==> config.mk <==
export PLATFORM = sky130hd
export DESIGN_NAME = prewish5k_mask_scheduler
export DESIGN_NICKNAME = d
export VERILOG_FILES = /design/src/rtl/prewish5k_mask_scheduler.sv
export SDC_FILE = /design/constraint.sdc
export NUM_CORES = 1
export LEC_CHECK = 0
export ABC_AREA = 1
export CORE_AREA = 3 3 111 113
export CTS_CLUSTER_DIAMETER = 50
export CTS_CLUSTER_SIZE = 40
export DETAILED_ROUTE_END_ITERATION = 12
export DIE_AREA = 0 0 114 116
export GPL_TIMING_DRIVEN = 0
export PLACE_DENSITY = 0.52
export SLEW_MARGIN = 5
export SYNTH_ARGS = -nofsm -noshare
export SYNTH_HDL_FRONTEND = slang
export SYNTH_SLANG_ARGS = --single-unit
==> constraint.sdc <==
create_clock -name i_clk -period 3.4 [get_ports i_clk]
set_input_delay 0.68 -clock i_clk [delete_from_list [all_inputs] [get_ports i_clk]]
set_output_delay 0.68 -clock i_clk [all_outputs]
set_load 0.005 [all_outputs]
==> src/rtl/prewish5k_mask_scheduler.sv <==
// Press-driven mask queue feeding the blinky loader: captures DIP masks on accepted
// presses, enforces a post-press lockout, and delivers one mask per newmask tick.
module prewish5k_mask_scheduler #(
  parameter int DEPTH          = 4,
  parameter int LOCKOUT_CYCLES = 30000,
  parameter int ACK_TIMEOUT    = 255
) (
  input  logic                     i_clk,
  input  logic                     RST_I,
  input  logic                     i_press,
  input  logic [7:0]               dip_switch,
  input  logic                     i_tick,
  input  logic                     ACK_I,
  output logic                     STB_O,
  output logic [7:0]               DAT_O,
  output logic [$clog2(DEPTH):0]   o_count,
  output logic                     o_reject,
  output logic                     o_overflow,
  output logic                     o_err
);

  localparam int AW = $clog2(DEPTH);
  localparam int CW = AW + 1;
  localparam int LW = (LOCKOUT_CYCLES > 1) ? $clog2(LOCKOUT_CYCLES) : 1;
  localparam int TW = (ACK_TIMEOUT > 0) ? $clog2(ACK_TIMEOUT + 1) : 1;

  typedef enum logic {IDLE = 1'b0, STROBE = 1'b1} state_t;

  state_t        state;
  logic [7:0]    mem [DEPTH];
  logic [AW-1:0] wr_ptr;
  logic [AW-1:0] rd_ptr;
  logic [CW-1:0] count;
  logic [LW-1:0] lock_cnt;
  logic [TW-1:0] tmo_cnt;

  logic accept;
  logic pop;
  logic full;
  logic push;

  // Handshake: STB_O rises one cycle after a tick pops the head; DAT_O is stable
  // while STB_O is high; ACK_I seen in STROBE ends the transfer, and ack beats timeout.
  assign accept = i_press && (lock_cnt == '0);
  assign pop    = (state == IDLE) && i_tick && (count != '0);
  assign full   = (count == CW'(DEPTH));
  assign push   = accept && (!full || pop);

  assign o_count = count;

  // Storage carries no reset; occupancy and pointers define what is valid.
  always_ff @(posedge i_clk) begin
    if (!RST_I && push) mem[wr_ptr] <= ~dip_switch;
  end

  always_ff @(posedge i_clk) begin
    if (RST_I) begin
      state      <= IDLE;
      wr_ptr     <= '0;
      rd_ptr     <= '0;
      count      <= '0;
      lock_cnt   <= '0;
      tmo_cnt    <= '0;
      STB_O      <= 1'b0;
      DAT_O      <= '0;
      o_reject   <= 1'b0;
      o_overflow <= 1'b0;
      o_err      <= 1'b0;
    end else begin
      o_reject <= i_press && (lock_cnt != '0);

      if (accept)               lock_cnt <= LW'(LOCKOUT_CYCLES - 1);
      else if (lock_cnt != '0)  lock_cnt <= lock_cnt - 1'b1;

      if (accept && full && !pop) o_overflow <= 1'b1;

      if (push) wr_ptr <= wr_ptr + 1'b1;
      if (pop)  rd_ptr <= rd_ptr + 1'b1;

      case ({push, pop})
        2'b10:   count <= count + 1'b1;
        2'b01:   count <= count - 1'b1;
        default: count <= count;
      endcase

      case (state)
        IDLE: begin
          if (pop) begin
            DAT_O   <= mem[rd_ptr];
            STB_O   <= 1'b1;
            tmo_cnt <= '0;
            state   <= STROBE;
          end
        end
        STROBE: begin
          if (ACK_I) begin
            STB_O <= 1'b0;
            state <= IDLE;
          end else if (tmo_cnt == TW'(ACK_TIMEOUT)) begin
            // Abandon the entry; it has already left the queue.
            STB_O <= 1'b0;
            o_err <= 1'b1;
            state <= IDLE;
          end else begin
            tmo_cnt <= tmo_cnt + 1'b1;
          end
        end
        default: state <= IDLE;
      endcase
    end
  end

endmodule

; ---- After elaboration in Yosys (flattened, before gate mapping)
; Memory sizes are Yosys's and may differ from the RTL's. A register that Yosys moved wholly into a read port is not among the register bits.
; Cells that the tools add are included.
; W data, S select, Z words.
[totals]
regBits = 35
latchBits = 0
mem_bits_rw = 32
mem_bits_ro = 0
memories = 1
[memory_table]
columns = memory, words, word_bits, read_ports, rd_ports_with_merged_regs, wr, line
row1 = mem, 4, 8, 1, 1, 1, 30  ; logic [7:0] mem [DEPTH];
[op_classes]
n_addsub = 6
n_mul = 0
n_div = 0
n_lt_le_gt_ge = 0
eq_ne = 8
n_shift = 0
mux = 17
bitwise_logic = 3
reduce_logical = 22
[op_table]
columns = cell, count
row1 = $mux W15, 2
row2 = $mux W8, 3
row3 = $pmux W8 S2, 1
row4 = $logic_not A15 Y1, 1
row5 = $reduce_bool A15 Y1, 1
row6 = $sub A15 B1 Y15 const B, 1
row7 = $add A8 B1 Y8 const B, 1
row8 = $eq A8 B8 Y1 const B, 1
row9 = $logic_and A1 B1 Y1, 8
row10 = $mux W1, 8
row11 = $not A8 Y8, 1
row12 = $ne A2 B2 Y1 const B, 3
row13 = $pmux W3 S2, 1
row14 = $reduce_and A3 Y1, 2
row15 = $add A2 B1 Y2 const B, 2
row16 = $pmux W1 S2, 2
row17 = $reduce_and A2 Y1, 2
row18 = $reduce_bool A2 Y1, 2
row19 = $add A3 B1 Y3 const B, 1
row20 = $eq A3 B3 Y1 const B, 1
row21 = $logic_not A1 Y1, 3
row22 = $ne A3 B2 Y1 const B, 1
row23 = $reduce_bool A3 Y1, 1
row24 = $sub A3 B1 Y3 const B, 1
row25 = other kinds (5), 6

; ---- Longest topological paths before layout
; Gate-level depths: netlist of run 1.
[logic_depth]
word_depth = 8
ltp_mapped = 14
mapped_depth_nobuf = 14

; ---- Worst setup path after synthesis of run 1
; OpenSTA, ideal clock, no wires.
[synth_path]
kind = input to register
from = input i_tick
to = register count[2] (netlist: o_count[2])
setup_ps = 115
arrival_time_ps = 1885
path_slack_ps = 1400
cell_stages = 11
path_buffers = 1
path_cell_list = inv_1 -> nor2_1 -> nand2_2 -> inv_2 -> buf_4 -> nand2_4 -> fa_1 -> inv_1 -> nand4_1 -> a21oi_1 -> nor2_1
[synth_between]
elab_chain_cells = 6
elab_cells_between_ends = 8
[synth_rtl]
columns = element, line
row1 = start: declaration, 12  ; input logic i_tick,
row2 = $logic_and A1 B1 Y1 * (2 in series), 45  ; assign pop = (state == IDLE) && i_tick && (count != '0);
row3 = $logic_or A1 B1 Y1, 47  ; assign push = accept && (!full || pop);
row4 = $logic_and A1 B1 Y1, 47
row5 = $eq A2 B1 Y1 / $eq A2 B2 Y1 (equally long branches), 80  ; case ({push, pop})
row6 = $pmux W3 S2 / $reduce_bool A2 Y1 (equally long branches), n/a
row7 = end signal: assignment, 81  ; 2'b10: count <= count + 1'b1;
row8 = end signal: assignment, 82  ; 2'b01: count <= count - 1'b1;
row9 = end signal: assignment, 83  ; default: count <= count;
row10 = end: declaration, 33  ; logic [CW-1:0] count;
; Every way passes the cells marked *; elsewhere a longest branch is shown, timed or not.
; A chain may end at the register's enable or synchronous reset.

; ---- Final worst setup path of run 1
[layout_path]
from = input i_tick
to = memory mem[3][4], enable pin
[layout_between]
elab_chain_cells = 7
[layout_rtl]
columns = element, line
row1 = $logic_and A1 B1 Y1 (2 in series), 45
row2 = $logic_or A1 B1 Y1, 47
row3 = $logic_and A1 B1 Y1, 47
row4 = $logic_and A1 B1 Y1, 53  ; if (!RST_I && push) mem[wr_ptr] <= ~dip_switch;
row5 = $mux W1, 53
row6 = $mux W1 (not written as such), 53
row7 = end: declaration, 30
; No other way between the ends.

==> results of run 1 <==
-- per-stage QoR --
stage,power (mW),cell area (µm²),hold WS [ns]
final,3.241,4135,0.4609
after global routing,3.491,4135,0.4907
after detailed placement,2.334,3835,0.4571
after CTS,3.287,4135,0.4659
after global placement,2.321,3835,0.4588
after floorplan,1.980,3396,0.4475
-- cell usage after synthesis, types with 5 or more instances --
library cell / number / area, µm²
sky130_fd_sc_hd__nand3_1: 10 / 50.05
sky130_fd_sc_hd__nor2_2: 8 / 50.05
sky130_fd_sc_hd__a31oi_1: 9 / 56.30
sky130_fd_sc_hd__xor2_1: 6 / 52.55
sky130_fd_sc_hd__ha_1: 7 / 87.58
sky130_fd_sc_hd__nor2_1: 62 / 232.7
sky130_fd_sc_hd__nand2_2: 9 / 56.30
sky130_fd_sc_hd__buf_2: 5 / 25.02
sky130_fd_sc_hd__edfxtp_1: 32 / 960.9
sky130_fd_sc_hd__inv_1: 39 / 146.4
sky130_fd_sc_hd__a21oi_1: 25 / 125.1
sky130_fd_sc_hd__nor2_4: 5 / 56.30
sky130_fd_sc_hd__o21ai_0: 33 / 165.2
sky130_fd_sc_hd__inv_2: 7 / 26.28
sky130_fd_sc_hd__nand2_1: 40 / 150.1
sky130_fd_sc_hd__dfxtp_1: 43 / 860.8
sky130_fd_sc_hd__nor3_1: 11 / 55.05
-- layer usage --
layer,wire (µm),GRT usage [%]
met1,3342,14.05
met2,3796,21.58
met3,262,3.394
met4,74,4.038
met5,0,0
-- registers in the layout, indices dropped and copies added (netlist names), 2 cells and up --
name / count
tmo_cnt: 8
DAT_O: 8
rd_ptr: 2
lock_cnt: 15
o_count: 3
mem: 32
wr_ptr: 2
-- worst paths after layout --
check,startpoint,endpoint,slack (ns)
worst max register to register,lock_cnt[0],mem[3][4],1.13
worst min-delay path,STB_O,STB_O,0.46
worst max-delay path,i_tick,mem[3][4],0.94
worst min register to register,STB_O,STB_O,0.46
-- report_power, final --
group          internal [mW]  switching [mW]  leakage [nW]  total [mW]
clock                  0.550           0.388         0.147       0.938
sequential              1.08           0.109         0.639        1.19
combinational          0.437           0.681         0.848        1.12
total                   2.06            1.18          1.63        3.24
-- kinds of logic (layout without fill, tap and decap cells) --
group                    count (synthesis)  count (layout)  synth area share, %
AND/OR/NAND/NOR                        158             158                22.70
AO/OA/AOI/OAI                           77              77                12.20
flip-flops                              75              75                53.65
buffers and inverters                   56              98                6.485
adder cells (fa/ha/maj)                  8               8                3.169
XOR/XNOR                                 7               7                1.805
-- worst max-delay path, cell delays in order --
cell                              delay, ns
sky130_fd_sc_hd__clkdlybuf4s50_1       0.45
sky130_fd_sc_hd__inv_1                 0.05
sky130_fd_sc_hd__nor2_1                0.11
sky130_fd_sc_hd__nand2_2               0.15
sky130_fd_sc_hd__nand2_1               0.15
sky130_fd_sc_hd__inv_1                 0.11
sky130_fd_sc_hd__nor2_4                0.15
sky130_fd_sc_hd__nand2_2               0.11
sky130_fd_sc_hd__nor2_2                0.45
-- cell type report --
type / count / area [µm²] / share of cell area [%]
tap: 143 / 178.9 / 4.327
buffer: 9 / 43.79 / 1.059
clock inverter: 6 / 50.05 / 1.210
clock buffer: 10 / 250.2 / 6.051
multi-input combinational: 250 / 1354 / 32.74
timing repair buffer: 26 / 260.3 / 6.293
inverter: 47 / 176.4 / 4.266
sequential: 75 / 1822 / 44.05
==> tab_implementation.tex, run 1 <==
\begin{tabular}{lr}
\hline
Metric & Value \\
\hline
\multicolumn{2}{l}{\textbf{Run status}} \\
Outcome & complete, no violations \\
\multicolumn{2}{l}{\textbf{Clock network}} \\
Setup repair bufs after CTS & 0 \\
Worst-path clk slew & around 0.060 ns \\
Total CTS buffers & 9 \\
Hold\_buf cts & 0 \\
Number of clock sinks & 75 \\
Buffers from clock root to sink, at most & 2 \\
Clock latency on the worst-skew pair & 0.33 ns \\
Clock tree root buffer cell & sky130\_fd\_sc\_hd\_\_clkbuf\_16 \\
CTS tree & built \\
H-tree levels & 3 \\
Number of cells upsized or downsized after cts & 0 \\
\multicolumn{2}{l}{\textbf{Timing}} \\
Worst Tran Pin Value & 0.5525 ns \\
Shortest clock period the worst path allows after layout & roughly 2.5 ns \\
Final Hold Viols & 0 \\
Worst-case setup margin in the final layout & 0.9406 ns \\
Clock skew & 0.008065 ns \\
Final setup violation count & 0 \\
Worst-case headroom to the max-slew limit & 63.13\% \\
Total negative setup slack & 0 ns \\
Maximum operating frequency & 406.6 MHz \\
Unrepaired setup endpoints after global routing & false \\
Final-report max-slew violation count & 0 \\
Fraction of the cycle the final worst path needs & 72.34\% \\
\multicolumn{2}{l}{\textbf{GRT}} \\
First-pass GRT wire length & 12,410 µm \\
Maximum number of pins on one net before global-route repair & 16 \\
Total routing resource utilization after global routing & 12.12\% \\
Overflow after GRT & 0 \\
Antenna violations before repair & 0 \\
Number of global-route vias before repair & 2,611 \\
\multicolumn{2}{l}{\textbf{Layout}} \\
Filler cells & 1,188 \\
Most frequent cells in the layout & sky130\_fd\_sc\_hd\_\_nor2\_1, sky130\_fd\_sc\_hd\_\_dfxtp\_1, sky130\_fd\_sc\_hd\_\_nand2\_1, sky130\_fd\_sc\_hd\_\_inv\_1, sky130\_fd\_sc\_hd\_\_o21ai\_0 \\
Number of non-filler instances in the completed layout & around 570 \\
Layout-stage area growth over the synthesis result & 21.78\% \\
Final design utilization & 36.22\% \\
Most common library cell in the layout ignoring fill and taps & sky130\_fd\_sc\_hd\_\_nor2\_1 \\
Number of diodes added for antenna fixing & 0 \\
\# nets final & 439 \\
Fraction of layout instances using a drive strength above 1 & 13.71\% \\
\multicolumn{2}{l}{\textbf{Setup path}} \\
Critical path arrival & 2.43 ns \\
R2R cell count & 12 \\
Element type at the critical path end & flip-flop \\
CP Launch Type & input port \\
Required time at the worst-slack endpoint & 3.37 ns \\
Worst Path Max Fanout & 8 \\
Crit Path Category & input port to flip-flop \\
\multicolumn{2}{l}{\textbf{Logic synthesis}} \\
Ys flop type & sky130\_fd\_sc\_hd\_\_dfxtp\_1 \\
Count of distinct cell types in the synthesized netlist & 35 \\
Mapped Avg Cell Area & a little under 9 µm² \\
Net count after synthesis & roughly 400 \\
Part of the Yosys area used for sequential elements & a little over half \\
Post-synth EDFFs & 32 \\
Proportion of synthesized flip-flops having asynchronous set or reset & 0\% \\
Mapped Cells & 381 \\
Synthesis warning total & 0 \\
Cell area after synthesis & 0.003396 mm² \\
Flip-flop and latch count after synthesis & 75 \\
\multicolumn{2}{l}{\textbf{Power}} \\
Pwr Density & 783.9 mW/mm² \\
IR Drop Worst-Case VDD & 357.6 µV \\
Cell leakage power & 1.634 nW \\
\multicolumn{2}{l}{\textbf{Placement}} \\
Placed wire-length estimate after detailed placement & 5244 µm \\
Count of buffers inserted at the top-level ports & 26 \\
Placed cell count & 550 \\
Final weighted congestion in routability-driven placement & 0.7817 \\
Setup slack after placement & 0.5342 ns \\
\multicolumn{2}{l}{\textbf{Floorplanning}} \\
Area of the core & 0.01142 mm² \\
Die area & 0.01322 mm² \\
Height of the die & 116 µm \\
Top-level port count & 28 \\
Die Width & 114 µm \\
Initial core utilization & 29.74\% \\
Row count & 39 \\
\multicolumn{2}{l}{\textbf{Hold path}} \\
Cells on Worst Hold Path & 2 \\
Path category of the worst min-delay check & flip-flop to flip-flop \\
\multicolumn{2}{l}{\textbf{Detailed routing}} \\
Antenna Nets Post-Route & 0 \\
Sum of routed wire length over all layers & roughly 7500 µm \\
Total number of vias & 2,578 \\
Average wire per standard cell & 13.21 µm \\
Number of detailed-routing iterations run before antenna repair & 4 \\
Drt via density & 4.555 \\
Number of violations reported at the end of detailed-routing iteration 0 & about 110 \\
Residual DRC & 0 \\
\multicolumn{2}{l}{\textbf{Run}} \\
Number of max-capacitance violations reported & 0 \\
\hline
\end{tabular}
No activity file was read; power rests on OpenSTA's default activity.
==> run 2, diff against run 1 <==
Clock period 3.4 ns to 2.45 ns, I/O delays scaled along.
==> tab_implementation.tex, run 2 (synthesis results as in run 1) <==
\begin{tabular}{lr}
\hline
Metric & Value \\
\hline
\multicolumn{2}{l}{\textbf{Setup path}} \\
FF-to-FF setup slack & 0.18 ns \\
Crit Path Category & flip-flop to flip-flop \\
R2R cell count & 12 \\
Element type at the critical path end & flip-flop \\
Critical path arrival & 2.24 ns \\
Critical R2R Capture & mem[3][4] \\
Cell-by-cell trace of the critical path & inv\_1 > ha\_1 > inv\_1 > nor2\_1 > nand3\_1 > inv\_1 > nand2\_2 > inv\_2 > nand2\_2 > nor2\_4 > nand2\_2 > nor2\_2 \\
Crit path from & lock\_cnt[0] \\
Startpoint of the worst register-to-register path & lock\_cnt[0] \\
Required time at the worst-slack endpoint & 2.42 ns \\
Worst Path Max Fanout & 8 \\
Max stage delay on crit path & 0.45 ns \\
Timing endpoint of the critical path & mem[3][4] \\
CP Launch Type & flip-flop \\
Standard cell with the maximum stage delay on the critical path & sky130\_fd\_sc\_hd\_\_nor2\_2 \\
\multicolumn{2}{l}{\textbf{Layout}} \\
Sequential Area & 0.001822 mm² \\
Register ranked first by flip-flop count & mem \\
Fraction of layout instances using a drive strength above 1 & 13.71\% \\
Most common library cell in the layout ignoring fill and taps & sky130\_fd\_sc\_hd\_\_nor2\_1 \\
Number of flip-flops in the largest register & 32 \\
Multi-input combinational cell area & 0.001354 mm² \\
Biggest registers after layout & mem (32), lock\_cnt (15) \\
\# nets final & 439 \\
Layout-stage area growth over the synthesis result & 21.78\% \\
Number of diodes added for antenna fixing & 0 \\
Most frequent cells in the layout & sky130\_fd\_sc\_hd\_\_nor2\_1, sky130\_fd\_sc\_hd\_\_dfxtp\_1, sky130\_fd\_sc\_hd\_\_nand2\_1, sky130\_fd\_sc\_hd\_\_inv\_1, sky130\_fd\_sc\_hd\_\_o21ai\_0 \\
Filler cells & 1,188 \\
Number of non-filler instances in the completed layout & 566 \\
\multicolumn{2}{l}{\textbf{Placement}} \\
Setup slack after placement & -0.2258 ns \\
Placed cell count & 550 \\
Final weighted congestion in routability-driven placement & just under 0.8 \\
Placed wire-length estimate after detailed placement & 5244 µm \\
Count of buffers inserted at the top-level ports & 26 \\
\multicolumn{2}{l}{\textbf{Clock network}} \\
Total CTS buffers & 9 \\
Number of cells upsized or downsized after cts & 0 \\
Clock latency on the worst-skew pair & around 0.33 ns \\
H-tree levels & 3 \\
Hold\_buf cts & 0 \\
Setup repair bufs after CTS & 0 \\
Worst-path clk slew & 0.06 ns \\
Number of clock sinks & 75 \\
Clock tree root buffer cell & sky130\_fd\_sc\_hd\_\_clkbuf\_16 \\
Buffers from clock root to sink, at most & 2 \\
CTS tree & built \\
\multicolumn{2}{l}{\textbf{Power}} \\
Net switching power figure & 1.635 mW \\
Internal & 2.864 mW \\
IR Drop Worst-Case VDD & 496.3 µV \\
Switching power share of the total & 36.34\% \\
Pwr Density & 1088 mW/mm² \\
Logic gate share of total power & 34.5\% \\
Sequential share of power & 36.6\% \\
Part of the total power dissipated in the clock network & 28.9\% \\
Cell leakage power & 1.634 nW \\
\multicolumn{2}{l}{\textbf{Timing}} \\
Worst Tran Pin Value & about 0.55 ns \\
Final setup violation count & 0 \\
Worst-case setup margin in the final layout & 0.1791 ns \\
Final Hold Viols & 0 \\
Maximum operating frequency & 440.4 MHz \\
Unrepaired setup endpoints after global routing & true \\
Clock skew & 0.008066 ns \\
Fraction of the cycle the final worst path needs & 92.69\% \\
Worst-case headroom to the max-slew limit & about 63\% \\
Shortest clock period the worst path allows after layout & 2.271 ns \\
Final-report max-slew violation count & 0 \\
\multicolumn{2}{l}{\textbf{Detailed routing}} \\
Number of detailed-routing iterations run before antenna repair & 4 \\
Number of violations reported at the end of detailed-routing iteration 0 & 109 \\
Average wire per standard cell & between 10 and 15 µm \\
Residual DRC & 0 \\
Total number of vias & 2,579 \\
Drt via density & around 4.6 \\
Sum of routed wire length over all layers & 7481 µm \\
Antenna Nets Post-Route & 0 \\
\multicolumn{2}{l}{\textbf{Floorplanning}} \\
Area of the core & 0.01142 mm² \\
Top-level port count & 28 \\
Die Width & 114 µm \\
Die area & roughly 0.013 mm² \\
Height of the die & 116 µm \\
Initial core utilization & 29.74\% \\
Row count & 39 \\
\multicolumn{2}{l}{\textbf{Run}} \\
Number of max-capacitance violations reported & 0 \\
\multicolumn{2}{l}{\textbf{GRT}} \\
Maximum number of pins on one net before global-route repair & 16 \\
Number of global-route vias before repair & 2,611 \\
Overflow after GRT & 0 \\
First-pass GRT wire length & 12,410 µm \\
Total routing resource utilization after global routing & 12.12\% \\
Antenna violations before repair & 0 \\
\multicolumn{2}{l}{\textbf{Run status}} \\
Outcome & complete, no violations \\
\multicolumn{2}{l}{\textbf{Hold path}} \\
Path category of the worst min-delay check & flip-flop to flip-flop \\
\hline
\end{tabular}
run 2: cell counts in the layout (fill, tap and decap cells not counted):
Identical to the previous run, type by type.
run 2: worst min-delay path by stage:
| stage | start | endpoint | slack, ns | cells after the start |
|---|---|---|---|---|
| global route | tmo_cnt[4] | tmo_cnt[4] | 0.49 | 2 |
| finish | STB_O | STB_O | 0.46 | 2 |
| CTS | STB_O | STB_O | 0.47 | 2 |
| detailed placement | STB_O | STB_O | 0.46 | 2 |
| floorplan | tmo_cnt[0] | tmo_cnt[0] | 0.45 | 1 |
| global placement | STB_O | STB_O | 0.46 | 2 |
run 2: cell type report:
| cell class | instances | area share [%] |
|---|---|---|
| Buffer | 9 | 1.059 |
| Timing Repair Buffer | 26 | 6.293 |
| Clock buffer | 10 | 6.051 |
| Sequential cell | 75 | 44.05 |
| Clock inverter | 6 | 1.210 |
| Inverter | 47 | 4.266 |
| Tap cell | 143 | 4.327 |
| Multi-Input combinational cell | 250 | 32.74 |
run 2: critical path, delay by kind of cell, from the launching register on:
family,cells,cell delay [ns]
buffers and inverters,4,0.32
adders and majority gates,1,0.20
DFF,1,0.34
and+or+nand+nor,7,1.04
run 2: power by group through the flow:
| stage | registers (mW) | logic [mW] | clock network (mW) |
|---|---|---|---|
| floorplan | 1.64 | 1.11 | 0 |
| global placement | 1.67 | 1.55 | 0 |
| detailed placement | 1.67 | 1.57 | 0 |
| CTS | 1.65 | 1.58 | 1.34 |
| global route | 1.67 | 1.78 | 1.39 |
| finish | 1.64 | 1.55 | 1.30 |
run 2: per-stage QoR:
step	util [%]	hold slack (ns)	setup TNS (ns)	instance area, µm²	power (mW)
3_5_place_dp	33.59	0.4571	-5.870	3835	3.240
5_1_grt	36.22	0.4907	-2.554	4135	4.845
4_1_cts	36.22	0.4659	0	4135	4.562
3_3_place_gp	33.59	0.4588	-5.769	3835	3.220
6_report	36.22	0.4609	0	4135	4.499
2_1_floorplan	-	0.4475	0	3396	2.748
run 2: routing by layer:
layer | up-vias | GRT usage (%) | wire [µm]
met2 | 38 | 21.58 | 3797
met4 | 0 | 4.038 | 74
met1 | 1202 | 14.05 | 3360
li1 | 1332 | - | -
met3 | 7 | 3.394 | 249
met5 | - | 0 | 0
==> run 3, diff against run 2 <==
Settings changed: CORE_AREA 3 3 111 113 to 3 3 97 99, DIE_AREA 0 0 114 116 to 0 0 100 102, HOLD_SLACK_MARGIN set to 0.06, PLACE_DENSITY 0.52 to 0.63.
==> tab_implementation.tex, run 3 (synthesis results as in run 1) <==
\begin{tabular}{lr}
\hline
Metric & Value \\
\hline
\multicolumn{2}{l}{\textbf{Layout}} \\
Number of flip-flops in the largest register & 32 \\
\# nets final & $\sim$440 \\
Biggest registers after layout & mem (32), lock\_cnt (15) \\
Most common library cell in the layout ignoring fill and taps & sky130\_fd\_sc\_hd\_\_nor2\_1 \\
Most frequent cells in the layout & sky130\_fd\_sc\_hd\_\_nor2\_1, sky130\_fd\_sc\_hd\_\_dfxtp\_1, sky130\_fd\_sc\_hd\_\_nand2\_1, sky130\_fd\_sc\_hd\_\_inv\_1, sky130\_fd\_sc\_hd\_\_o21ai\_0 \\
Final design utilization & 46.28\% \\
Area of all placed cells without fillers & 0.003996 mm² \\
Number of diodes added for antenna fixing & 0 \\
Layout-stage area growth over the synthesis result & 17.69\% \\
Register ranked first by flip-flop count & mem \\
Fraction of layout instances using a drive strength above 1 & a little over an eighth \\
Number of non-filler instances in the completed layout & 531 \\
\multicolumn{2}{l}{\textbf{Clock network}} \\
Total CTS buffers & 9 \\
CTS tree & built \\
Buffers from clock root to sink, at most & 2 \\
Clock tree root buffer cell & sky130\_fd\_sc\_hd\_\_clkbuf\_8 \\
Hold\_buf cts & 0 \\
Clock latency on the worst-skew pair & 0.35 ns \\
H-tree levels & 3 \\
Number of clock sinks & between 70 and 80 \\
Worst-path clk slew & 0.08 ns \\
\multicolumn{2}{l}{\textbf{Detailed routing}} \\
Sum of routed wire length over all layers & 7206 µm \\
Number of violations reported at the end of detailed-routing iteration 0 & 85 \\
Total number of vias & 2,582 \\
Number of detailed-routing iterations run before antenna repair & 4 \\
Drt via density & 4.863 \\
Average wire per standard cell & 13.57 µm \\
Residual DRC & 0 \\
Antenna Nets Post-Route & 0 \\
\multicolumn{2}{l}{\textbf{Floorplanning}} \\
Die Width & $\sim$100 µm \\
Area of the core & 0.008636 mm² \\
Top-level port count & 28 \\
Die area & 0.01020 mm² \\
Row count & 34 \\
Initial core utilization & 39.32\% \\
Height of the die & 102 µm \\
\multicolumn{2}{l}{\textbf{Setup path}} \\
Required time at the worst-slack endpoint & 2.44 ns \\
CP Launch Type & flip-flop \\
FF-to-FF setup slack & between 0.15 and 0.2 ns \\
R2R cell count & 12 \\
Crit path from & lock\_cnt[0] \\
Crit Path Category & flip-flop to flip-flop \\
Worst Path Max Fanout & 8 \\
Max stage delay on crit path & 0.44 ns \\
Timing endpoint of the critical path & mem[1][5] \\
Critical path arrival & 2.27 ns \\
Critical R2R Capture & mem[1][5] \\
Element type at the critical path end & flip-flop \\
Cell-by-cell trace of the critical path & inv\_1 > ha\_1 > inv\_1 > nor2\_1 > nand3\_1 > inv\_1 > nand2\_2 > inv\_2 > nand2\_2 > nor2\_4 > nand2\_2 > nor2\_2 \\
Standard cell with the maximum stage delay on the critical path & sky130\_fd\_sc\_hd\_\_nor2\_2 \\
Startpoint of the worst register-to-register path & lock\_cnt[0] \\
\multicolumn{2}{l}{\textbf{Hold path}} \\
Path category of the worst min-delay check & flip-flop to flip-flop \\
\multicolumn{2}{l}{\textbf{GRT}} \\
Total routing resource utilization after global routing & 15.19\% \\
Antenna violations before repair & 0 \\
First-pass GRT wire length & 12,160 µm \\
Overflow after GRT & 0 \\
Maximum number of pins on one net before global-route repair & 16 \\
Number of global-route vias before repair & 2,583 \\
\multicolumn{2}{l}{\textbf{Timing}} \\
Fraction of the cycle the final worst path needs & 93.06\% \\
Worst-case headroom to the max-slew limit & 64.10\% \\
Final Hold Viols & 0 \\
Shortest clock period the worst path allows after layout & 2.280 ns \\
Final-report max-slew violation count & 0 \\
Final setup violation count & 0 \\
Clock skew & 0.01446 ns \\
Unrepaired setup endpoints after global routing & true \\
Worst Tran Pin Value & 0.5379 ns \\
Maximum operating frequency & 438.6 MHz \\
\multicolumn{2}{l}{\textbf{Run}} \\
Number of max-capacitance violations reported & 0 \\
\multicolumn{2}{l}{\textbf{Power}} \\
Cell leakage power & $\sim$1.6 nW \\
Overall power & 4.188 mW \\
Pwr Density & 1048 mW/mm² \\
IR Drop Worst-Case VDD & roughly 540 µV \\
\multicolumn{2}{l}{\textbf{Placement}} \\
Placed wire-length estimate after detailed placement & 5074 µm \\
Final weighted congestion in routability-driven placement & 0.8074 \\
Placed cell count & between 500 and 600 \\
Total placed instance area & about 0.0038 mm² \\
Count of buffers inserted at the top-level ports & 26 \\
\multicolumn{2}{l}{\textbf{Run status}} \\
Outcome & complete, no violations \\
\hline
\end{tabular}
==> run 3: cell count changes in the layout (fill, tap and decap cells not counted) <==
cell	change
sky130_fd_sc_hd__clkbuf_16	-10
sky130_fd_sc_hd__clkbuf_8	+9
sky130_fd_sc_hd__bufinv_16	+1
sky130_fd_sc_hd__clkinvlp_4	-1
sky130_fd_sc_hd__clkinv_4	+1
==> run 3: how the worst min path moves through the flow <==
stage	start	endpoint	slack, ns	cells past startpoint
floorplan	tmo_cnt[0]	tmo_cnt[0]	0.45	1
finish	STB_O	STB_O	0.48	2
global route	tmo_cnt[7]	tmo_cnt[7]	0.50	2
detailed placement	tmo_cnt[7]	tmo_cnt[7]	0.47	2
CTS	STB_O	STB_O	0.48	2
global placement	tmo_cnt[0]	tmo_cnt[0]	0.46	1
==> run 3: per-layer routing <==
layer	up-vias	global-route usage, %	share of wire (%)	wire length (µm)
met3	7	3.549	2.7	196
met4	0	5.907	1.3	97
met1	1205	17.54	46	3305
met5	-	0	0	0
li1	1330	-	-	-
met2	40	27.35	50	3606
==> run 3: critical path, delay by kind of cell, from the launching register on <==
family / cells / cell delay (ns)
buffers and inverters: 4 / 0.33
DFF: 1 / 0.34
adders and majority gates: 1 / 0.19
and+or+nand+nor: 7 / 1.07
==> run 3: cell type report <==
type,count,area [µm²]
sequential,75,1822
timing repair buffer,26,260.3
clock inverter,7,81.33
clock buffer,9,123.9
inverter,47,176.4
tap,108,135.1
multi-input combinational,250,1354
buffer,9,43.79
fill,839,4639
==> run 3: where the power goes <==
| group | internal (mW) | switching [mW] | leakage [nW] | total (mW) |
|---|---|---|---|---|
| clock | 0.489 | 0.502 | 0.107 | 0.991 |
| combinational | 0.607 | 0.948 | 0.848 | 1.55 |
| sequential | 1.49 | 0.152 | 0.639 | 1.64 |
==> run 3: per-stage QoR <==
| step | setup TNS [ns] | hold WS (ns) | setup slack (ns) |
|---|---|---|---|
| 2_1_floorplan | 0 | 0.4475 | 0.5817 |
| 5_1_grt | -0.7036 | 0.5025 | -0.04279 |
| 3_3_place_gp | -5.021 | 0.4650 | -0.1818 |
| 6_report | 0 | 0.4772 | 0.1700 |
| 4_1_cts | 0 | 0.4848 | 0.1339 |
| 3_5_place_dp | -5.365 | 0.4692 | -0.1922 |
==> run 3: what timing repair did <==
item,in CTS,in global routing
setup buffers,0,0
endpoints found under the setup margin,0,24
gates resized for setup,0,0
